<file path="config.mk">
export PLATFORM = sky130hd
export DESIGN_NAME = fetch_sequencer_flat
export DESIGN_NICKNAME = d
export VERILOG_FILES = /design/src/rtl/fetch_sequencer_if.sv /design/src/rtl/fetch_sequencer.sv /design/src/flat_wrapper.sv
export SDC_FILE = /design/constraint.sdc
export NUM_CORES = 1
export LEC_CHECK = 0
export CAP_MARGIN = 30
export CELL_PAD_IN_SITES_DETAIL_PLACEMENT = 0
export CELL_PAD_IN_SITES_GLOBAL_PLACEMENT = 1
export CORE_MARGIN = 1.5
export CORE_UTILIZATION = 33
export DETAILED_ROUTE_END_ITERATION = 12
export PLACE_DENSITY = 0.83
export SYNTH_ARGS = -nofsm -noshare
export SYNTH_HDL_FRONTEND = slang
export SYNTH_SLANG_ARGS = --single-unit
export TNS_END_PERCENT = 100
</file>
<file path="constraint.sdc">
create_clock -name clk -period 3.6 [get_ports clk]
set_input_delay 0.54 -clock clk [delete_from_list [all_inputs] [get_ports clk]]
set_output_delay 0.54 -clock clk [all_outputs]
set_load 0.02 [all_outputs]
</file>
<file path="src/rtl/fetch_sequencer_if.sv">
// fetch_sequencer_if: fetch control inputs and PC/status outputs of the fetch sequencer
interface fetch_sequencer_if;
  logic        stall;
  logic        br_taken;
  logic [31:0] br_target;
  logic        exc_req;
  logic        eret;
  logic [31:0] epc;
  logic [31:0] pc;
  logic [11:0] im_addr;
  logic        fetch_adel;
  logic        in_handler;
  logic        flush;
  logic [7:0]  drop_cnt;
  modport master (
    output stall, br_taken, br_target, exc_req, eret, epc,
    input  pc, im_addr, fetch_adel, in_handler, flush, drop_cnt
  );
  modport slave (
    input  stall, br_taken, br_target, exc_req, eret, epc,
    output pc, im_addr, fetch_adel, in_handler, flush, drop_cnt
  );
endinterface

</file>
<file path="src/rtl/fetch_sequencer.sv">
// fetch_sequencer: fetch PC sequencing with branch, stall, exception entry and ERET return
module fetch_sequencer #(
  parameter logic [31:0] RESET_PC   = 32'h0000_3000,
  parameter logic [31:0] HANDLER_PC = 32'h0000_4180,
  parameter logic [31:0] IM_BASE    = 32'h0000_3000,
  parameter int          IM_WORDS   = 4096
) (
  input logic              clk,
  input logic              reset,
  fetch_sequencer_if.slave bus
);
  typedef enum logic {RUN = 1'b0, HANDLER = 1'b1} state_t;
  localparam logic [31:0] IM_END = IM_BASE + 32'(4 * IM_WORDS);
  state_t      state_q, state_d;
  logic [31:0] pc_q, pc_d;
  logic        flush_q, flush_d;
  logic [7:0]  drop_cnt_q, drop_cnt_d;
  always_ff @(posedge clk) begin
    if (!reset) begin
      state_q    <= RUN;
      pc_q       <= RESET_PC;
      flush_q    <= 1'b0;
      drop_cnt_q <= 8'd0;
    end else begin
      state_q    <= state_d;
      pc_q       <= pc_d;
      flush_q    <= flush_d;
      drop_cnt_q <= drop_cnt_d;
    end
  end
  always_comb begin
    state_d    = state_q;
    pc_d       = pc_q;
    flush_d    = 1'b0;
    drop_cnt_d = drop_cnt_q;
    if (state_q == RUN && bus.exc_req) begin
      state_d = HANDLER;
      pc_d    = HANDLER_PC;
      flush_d = 1'b1;
    end else if (state_q == HANDLER && bus.eret) begin
      state_d = RUN;
      pc_d    = bus.epc;
      flush_d = 1'b1;
    end else if (!bus.stall) begin
      pc_d = bus.br_taken ? bus.br_target : pc_q + 32'd4;
    end
    // nested exceptions never redirect; they are only tallied
    if (state_q == HANDLER && bus.exc_req && drop_cnt_q != 8'hFF)
      drop_cnt_d = drop_cnt_q + 8'd1;
  end
  assign bus.pc         = pc_q;
  assign bus.im_addr    = pc_q[13:2] - IM_BASE[13:2];
  assign bus.fetch_adel = (pc_q[1:0] != 2'b00) || (pc_q < IM_BASE) || (pc_q >= IM_END);
  assign bus.in_handler = (state_q == HANDLER);
  assign bus.flush      = flush_q;
  assign bus.drop_cnt   = drop_cnt_q;
endmodule

</file>
<file path="src/flat_wrapper.sv">
// flat-port wrapper written by rule: the top's interface ports become plain ports
module fetch_sequencer_flat 
#(
  parameter logic [31:0] RESET_PC   = 32'h0000_3000,
  parameter logic [31:0] HANDLER_PC = 32'h0000_4180,
  parameter logic [31:0] IM_BASE    = 32'h0000_3000,
  parameter int          IM_WORDS   = 4096
)
  (clk, reset, bus_stall, bus_br_taken, bus_br_target, bus_exc_req, bus_eret, bus_epc, bus_pc, bus_im_addr, bus_fetch_adel, bus_in_handler, bus_flush, bus_drop_cnt);
  fetch_sequencer_if bus_i ();
  input logic clk;
  input logic reset;
  input wire logic [$bits(bus_i.stall)-1:0] bus_stall;
  input wire logic [$bits(bus_i.br_taken)-1:0] bus_br_taken;
  input wire logic [$bits(bus_i.br_target)-1:0] bus_br_target;
  input wire logic [$bits(bus_i.exc_req)-1:0] bus_exc_req;
  input wire logic [$bits(bus_i.eret)-1:0] bus_eret;
  input wire logic [$bits(bus_i.epc)-1:0] bus_epc;
  output wire logic [$bits(bus_i.pc)-1:0] bus_pc;
  output wire logic [$bits(bus_i.im_addr)-1:0] bus_im_addr;
  output wire logic [$bits(bus_i.fetch_adel)-1:0] bus_fetch_adel;
  output wire logic [$bits(bus_i.in_handler)-1:0] bus_in_handler;
  output wire logic [$bits(bus_i.flush)-1:0] bus_flush;
  output wire logic [$bits(bus_i.drop_cnt)-1:0] bus_drop_cnt;
  assign bus_i.stall = bus_stall;
  assign bus_i.br_taken = bus_br_taken;
  assign bus_i.br_target = bus_br_target;
  assign bus_i.exc_req = bus_exc_req;
  assign bus_i.eret = bus_eret;
  assign bus_i.epc = bus_epc;
  assign bus_pc = bus_i.pc;
  assign bus_im_addr = bus_i.im_addr;
  assign bus_fetch_adel = bus_i.fetch_adel;
  assign bus_in_handler = bus_i.in_handler;
  assign bus_flush = bus_i.flush;
  assign bus_drop_cnt = bus_i.drop_cnt;
  fetch_sequencer #(.RESET_PC(RESET_PC), .HANDLER_PC(HANDLER_PC), .IM_BASE(IM_BASE), .IM_WORDS(IM_WORDS)) u_core (.clk(clk), .reset(reset), .bus(bus_i));
endmodule
</file>
# --- Word level (Yosys, flattened, before mapping) ---
# Cells that the tools add are included.
op_classes:
  add_sub_neg: 3
  magnitude_cmp: 2
  eq_ne: 3
  mux: 8
  n_bitwise: 2
  n_reduce_logical: 9
op_table:
  columns: ["cell", "count"]
  rows:
  - ["32-bit two-way mux", 3]
  - ["32-bit by 3-bit adder with 32-bit output, second input constant", 1]
  - ["32-bit by 15-bit >= comparator with 1-bit output, second input constant", 1]
  - ["32-bit by 14-bit < comparator with 1-bit output, second input constant", 1]
  - ["15-bit two-way mux", 1]
  - ["12-bit subtractor, second input constant", 1]
  - ["8-bit by 1-bit adder with 8-bit output, second input constant", 1]
  - ["8-bit != test, second input constant", 1]
  - ["1-bit logical AND", 4]
  - ["1-bit two-way mux", 4]
  - ["2-bit nonzero test", 2]
  - ["3-bit by 1-bit != test with 1-bit output, second input constant", 1]
  - ["1-bit logical OR", 2]
  - ["2-bit by 1-bit != test with 1-bit output, second input constant", 1]
  - ["1-bit NOT", 2]
  - ["2-bit OR reduction", 1]
word_totals:
  regBits: 42
  in_bits: 70
  output_inout_bits: 55
  word_cells: 32

# --- Longest topological paths before layout ---
depth:
  word_depth: 5
  mapped_depth: 8
  mapped_depth_nobuf: 6

# --- Worst setup path after synthesis ---
# Ideal clock, no wire load.
synth_timing:
  path_type: "reg-to-reg"
  start: "reg u_core.pc_q[10] (netlist: u_core.bus.pc[10])"
  end: "reg u_core.pc_q[27] (netlist: u_core.bus.pc[27])"
  setup_ns: 0.116
  arrival_time_ns: 1.929
  t_required_ns: 3.484
  setup_slack_ns: 1.555
  path_stages_with_launch: 7
  n_path_buf: 1
  synth_period_minus_slack_ns: 2.045
  path_cell_list: "dfxtp_1 -> nand4_2 -> or4_4 -> buf_6 -> nor4_2 -> mux2i_1 -> nor2_1"
synth_via:
  elab_chain_cells: 4
synth_rtl:
  columns: ["element", "line", "text"]
  rows:
  - ["start: declaration", "fetch_sequencer.sv:15", "logic [31:0] pc_q, pc_d;"]
  - ["start signal: assignment", "fetch_sequencer.sv:26", "pc_q <= pc_d;"]
  - ["32-bit by 3-bit adder with 32-bit output", "fetch_sequencer.sv:45", "pc_d = bus.br_taken ? bus.br_target : pc_q + 32'd4;"]
  - ["32-bit two-way mux", "fetch_sequencer.sv:45", null]
  - ["32-bit two-way mux", "fetch_sequencer.sv:44", "end else if (!bus.stall) begin"]
  - ["32-bit two-way mux", "fetch_sequencer.sv:40", "end else if (state_q == HANDLER && bus.eret) begin"]
# Every way passes these cells. The select of a mux whose other input is x is not followed.
# A chain may end at the register's enable or synchronous reset.

# --- Final worst setup path ---
layout_timing:
  start: "reg u_core.pc_q[12] (netlist: u_core.bus.pc[12])"
  end: "out bus_fetch_adel"
layout_via:
  elab_chain_cells: 3
  word_cells_on_any_way: 4
  cone_classes: "2 x order compare; 2 x reduce/logical"
layout_rtl:
  columns: ["element", "line", "text"]
  rows:
  - ["32-bit by 14-bit < comparator with 1-bit output", "fetch_sequencer.sv:53", "assign bus.fetch_adel = (pc_q[1:0] != 2'b00) || (pc_q < IM_BASE) || (pc_q >= IM_END);"]
  - ["1-bit logical OR", "fetch_sequencer.sv:53", null]
  - ["1-bit logical OR (*)", "fetch_sequencer.sv:53", null]
  - ["end: declaration", "flat_wrapper.sv:21", "output wire logic [$bits(bus_i.fetch_adel)-1:0] bus_fetch_adel;"]
# Every way passes the cells marked *; elsewhere a longest branch is shown, timed or not.

==> impl_metrics.csv <==
group,metric,value,unit
outcome,outcome,"complete, no violations",
synthesis,muxShareOfSynthArea,2.622,%
timing,holdWs,0.5438,ns
routing,vias,3580,
floorplan,io-pin-count,125,
global_routing,grt_max_degree,31,
synthesis,syn_nets,485,
finish,final_cell_mix,"124 x clkdlybuf4s50_1, 49 x nand2_1, 42 x dfxtp_1",
clocking,post_cts_resized,0,
routing,vias_per_cell,5.756,
timing,fin_skew,0.01093,ns
place,port_buffers,124,
synthesis,synth_top_family_by_area,"simple AND/OR/NAND/NOR gates",
timing,fmax,385.5,MHz
global_routing,grt_util_met1,30.99,%
synthesis,synth_flop_cell,"dfxtp_1",
place,place_area,0.004304,mm2
critical_path,critical_path_required,3.06,ns
synthesis,synthSimpleGateAreaFrac,30.33,%
routing,finalWirelength,11500,um
critical_path,worst_ep_arrival_time,2.05,ns
synthesis,synthAdderAreaFrac,1.614,%
global_routing,track_usage,22.66,%
critical_path,critPathLaunchType,"flip-flop",
synthesis,yosysUniqueCellTypes,65,
power_and_ir_drop,leakagePower,1.539,nW
global_routing,use_met3,4.318,%
timing,fin_crit,2.594,ns
routing,ant_nets,0,
clocking,clk_latency,0.31,ns
floorplan,die_w,99.95,um
timing,timing.final.ws_setup,1.006,ns
synthesis,yosys_warnings,0,
clocking,path_clk_slew,0.09,ns
finish,antennaDiodeCount,0,
min_path,min_path_cells,2,
place,routabilityCongestion,0.8997,
timing,fin_crit_sh,72.05,%
timing,hold_viol,0,
finish,design_area,0.004390,mm2
clocking,hold_buffers,0,
finish,fillers,902,
timing,drv_slew,0,
timing,finalSetupViolations,0,
synthesis,synthCells,411,
finish,final_common_cell,"clkdlybuf4s50_1",
clocking,clkSinkCount,42,
critical_path,slowest_delay,0.56,ns
place,hpwlAfterDp,8397,um
routing,wire_per_inst,18.49,um
job,cap_viol_max_count,0,
critical_path,end_kind,"output port",
floorplan,die_h,99.95,um
synthesis,synth-async-reset-ratio,0,%
global_routing,antenna_found_initial,0,
min_path,min_path_type,"flip-flop to flip-flop",
global_routing,top_usage_layer,"met2",
global_routing,grt_pass1_wl,17810,um
critical_path,rrSetupSlack,1.09,ns
clocking,h-tree-depth,2,
power_and_ir_drop,pwr_density_cell,284.8,mW/mm2
floorplan,coreArea,0.009196,mm2
finish,final_util,47.74,%
clocking,post_cts_buffers,0,
synthesis,synth_compound_area_share,25.41,%
critical_path,cp_cell_sequence,"ha_1 > xnor2_1 > nor4_1 > and3_1 > nand3_1 > clkdlybuf4s50_1",
timing,rsz0062_at_grt,"false",
synthesis,synth_seq_cells,42,
floorplan,start_util,33.73,%
clocking,cts_tree,"done",
clocking,cts-root-buf,"clkbuf_8",
timing,finalSetupTns,0,ns
routing,drc,0,
synthesis,yosysSeqAreaShare,27.11,%
critical_path,criticalPathCategory,"flip-flop to output port",
floorplan,rows,35,
finish,layout-drive-gt1-share,5.088,%
clocking,clockBufferDepth,2,
critical_path,cpMaxStageDelayCell,"clkdlybuf4s50_1",
synthesis,synth_edf_count,0,
floorplan,die_area,0.009990,mm2
critical_path,critical_path.max_fanout,4,
global_routing,first_global_vias,3408,
timing,worst_pin_slew,0.9234,ns
critical_path,r2r.worst_path.cells,6,
global_routing,grt-ovfl-total,0,
finish,nets,584,
place,dp_slack,0.8206,ns
finish,syn_to_final_growth,41.55,%
timing,max_slew_margin,38.44,%
power_and_ir_drop,ir_worst_vdd,139.0,uV
synthesis,synth.cell_area,0.003102,mm2
routing,drtIter0Drc,256,
global_routing,gr-usage-met2,36.53,%
synthesis,synth-xor-area-share,4.518,%
synthesis,synth.avg_cell_area,7.547,um2
routing,drt_pass1_iterations,5,
clocking,cts_buffers,5,
per-stage QoR:
step | power (mW) | cells
4_1_cts | 1.251 | 622
3_3_place_gp | 0.9352 | 614
6_report | 1.251 | 622
2_1_floorplan | 0.7420 | 411
3_5_place_dp | 0.9395 | 614
5_1_grt | 1.304 | 622
area by class of cell:
type	instances	area (um2)	share of cell area, %
Sequential cell	42	840.8	19.15
Clock buffer	6	72.57	1.653
Tap cell	111	138.9	3.163
Clock inverter	2	13.76	0.3135
Inverter	10	37.54	0.8549
Multi-Input combinational cell	321	2001	45.57
Timing Repair Buffer	130	1286	29.30
power breakdown:
group          leakage, nW  switching, mW  internal [mW]  total, mW
sequential           0.344         0.0546          0.490      0.545
clock               0.0452          0.180          0.137      0.317
combinational         1.15          0.192          0.197      0.389
routing by layer:
metal | wire (um) | vias up
met5 | 0 | -
met4 | 221 | 0
met3 | 931 | 21
met2 | 5386 | 170
met1 | 4958 | 1691
li1 | - | 1698
state kept, by name, summed over array words and instances (netlist names), named ones only:
name                   count
u_core.bus.pc             30
u_core.bus.drop_cnt        8
u_core.bus.flush           1
u_core.bus.in_handler      1
final timing paths:
kind,startpoint,to
min,flip-flop,flip-flop
max,u_core.bus.pc[12]$_SDFFE_PN1P_,bus_fetch_adel
max reg2reg,u_core.bus.pc[2]$_SDFFE_PP0P_,u_core.bus.pc[30]$_SDFFE_PP0P_
min reg2reg,flip-flop,flip-flop
synthesized netlist by cell type, types with 6 or more instances:
library cell,instances,area share [%]
dfxtp_1,42,27
and3_1,9,1.8
nor4_1,12,2.4
inv_1,9,1.1
clkbuf_1,19,2.3
nand2_1,49,5.9
a21oi_1,20,3.2
nand3_1,19,3.1
and2_1,9,1.8
xnor2_1,10,2.8
xor2_1,6,1.7
a31oi_1,8,1.6
buf_4,11,2.7
nand4_1,6,1.2
o21ai_0,30,4.8
nor3_1,11,1.8
nor2_1,36,4.4
o211ai_1,8,1.9
mux2i_1,7,2.3
logic make-up after synthesis:
group	Yosys count
xor+xnor	16
fa+ha+maj	4
flops	42
buf+inv	48
simple gates	176
compound gates	117
mux	8
critical path: cells and delay by family, from the launching register on:
kind | cells | cell delay (ns)
buffers and inverters | 1 | 0.56
and+or+nand+nor | 3 | 0.42
DFF | 1 | 0.38
adders and majority gates | 1 | 0.24
xor gates and xnor gates | 1 | 0.15
Note: power is estimated with default switching activity, not from simulation.
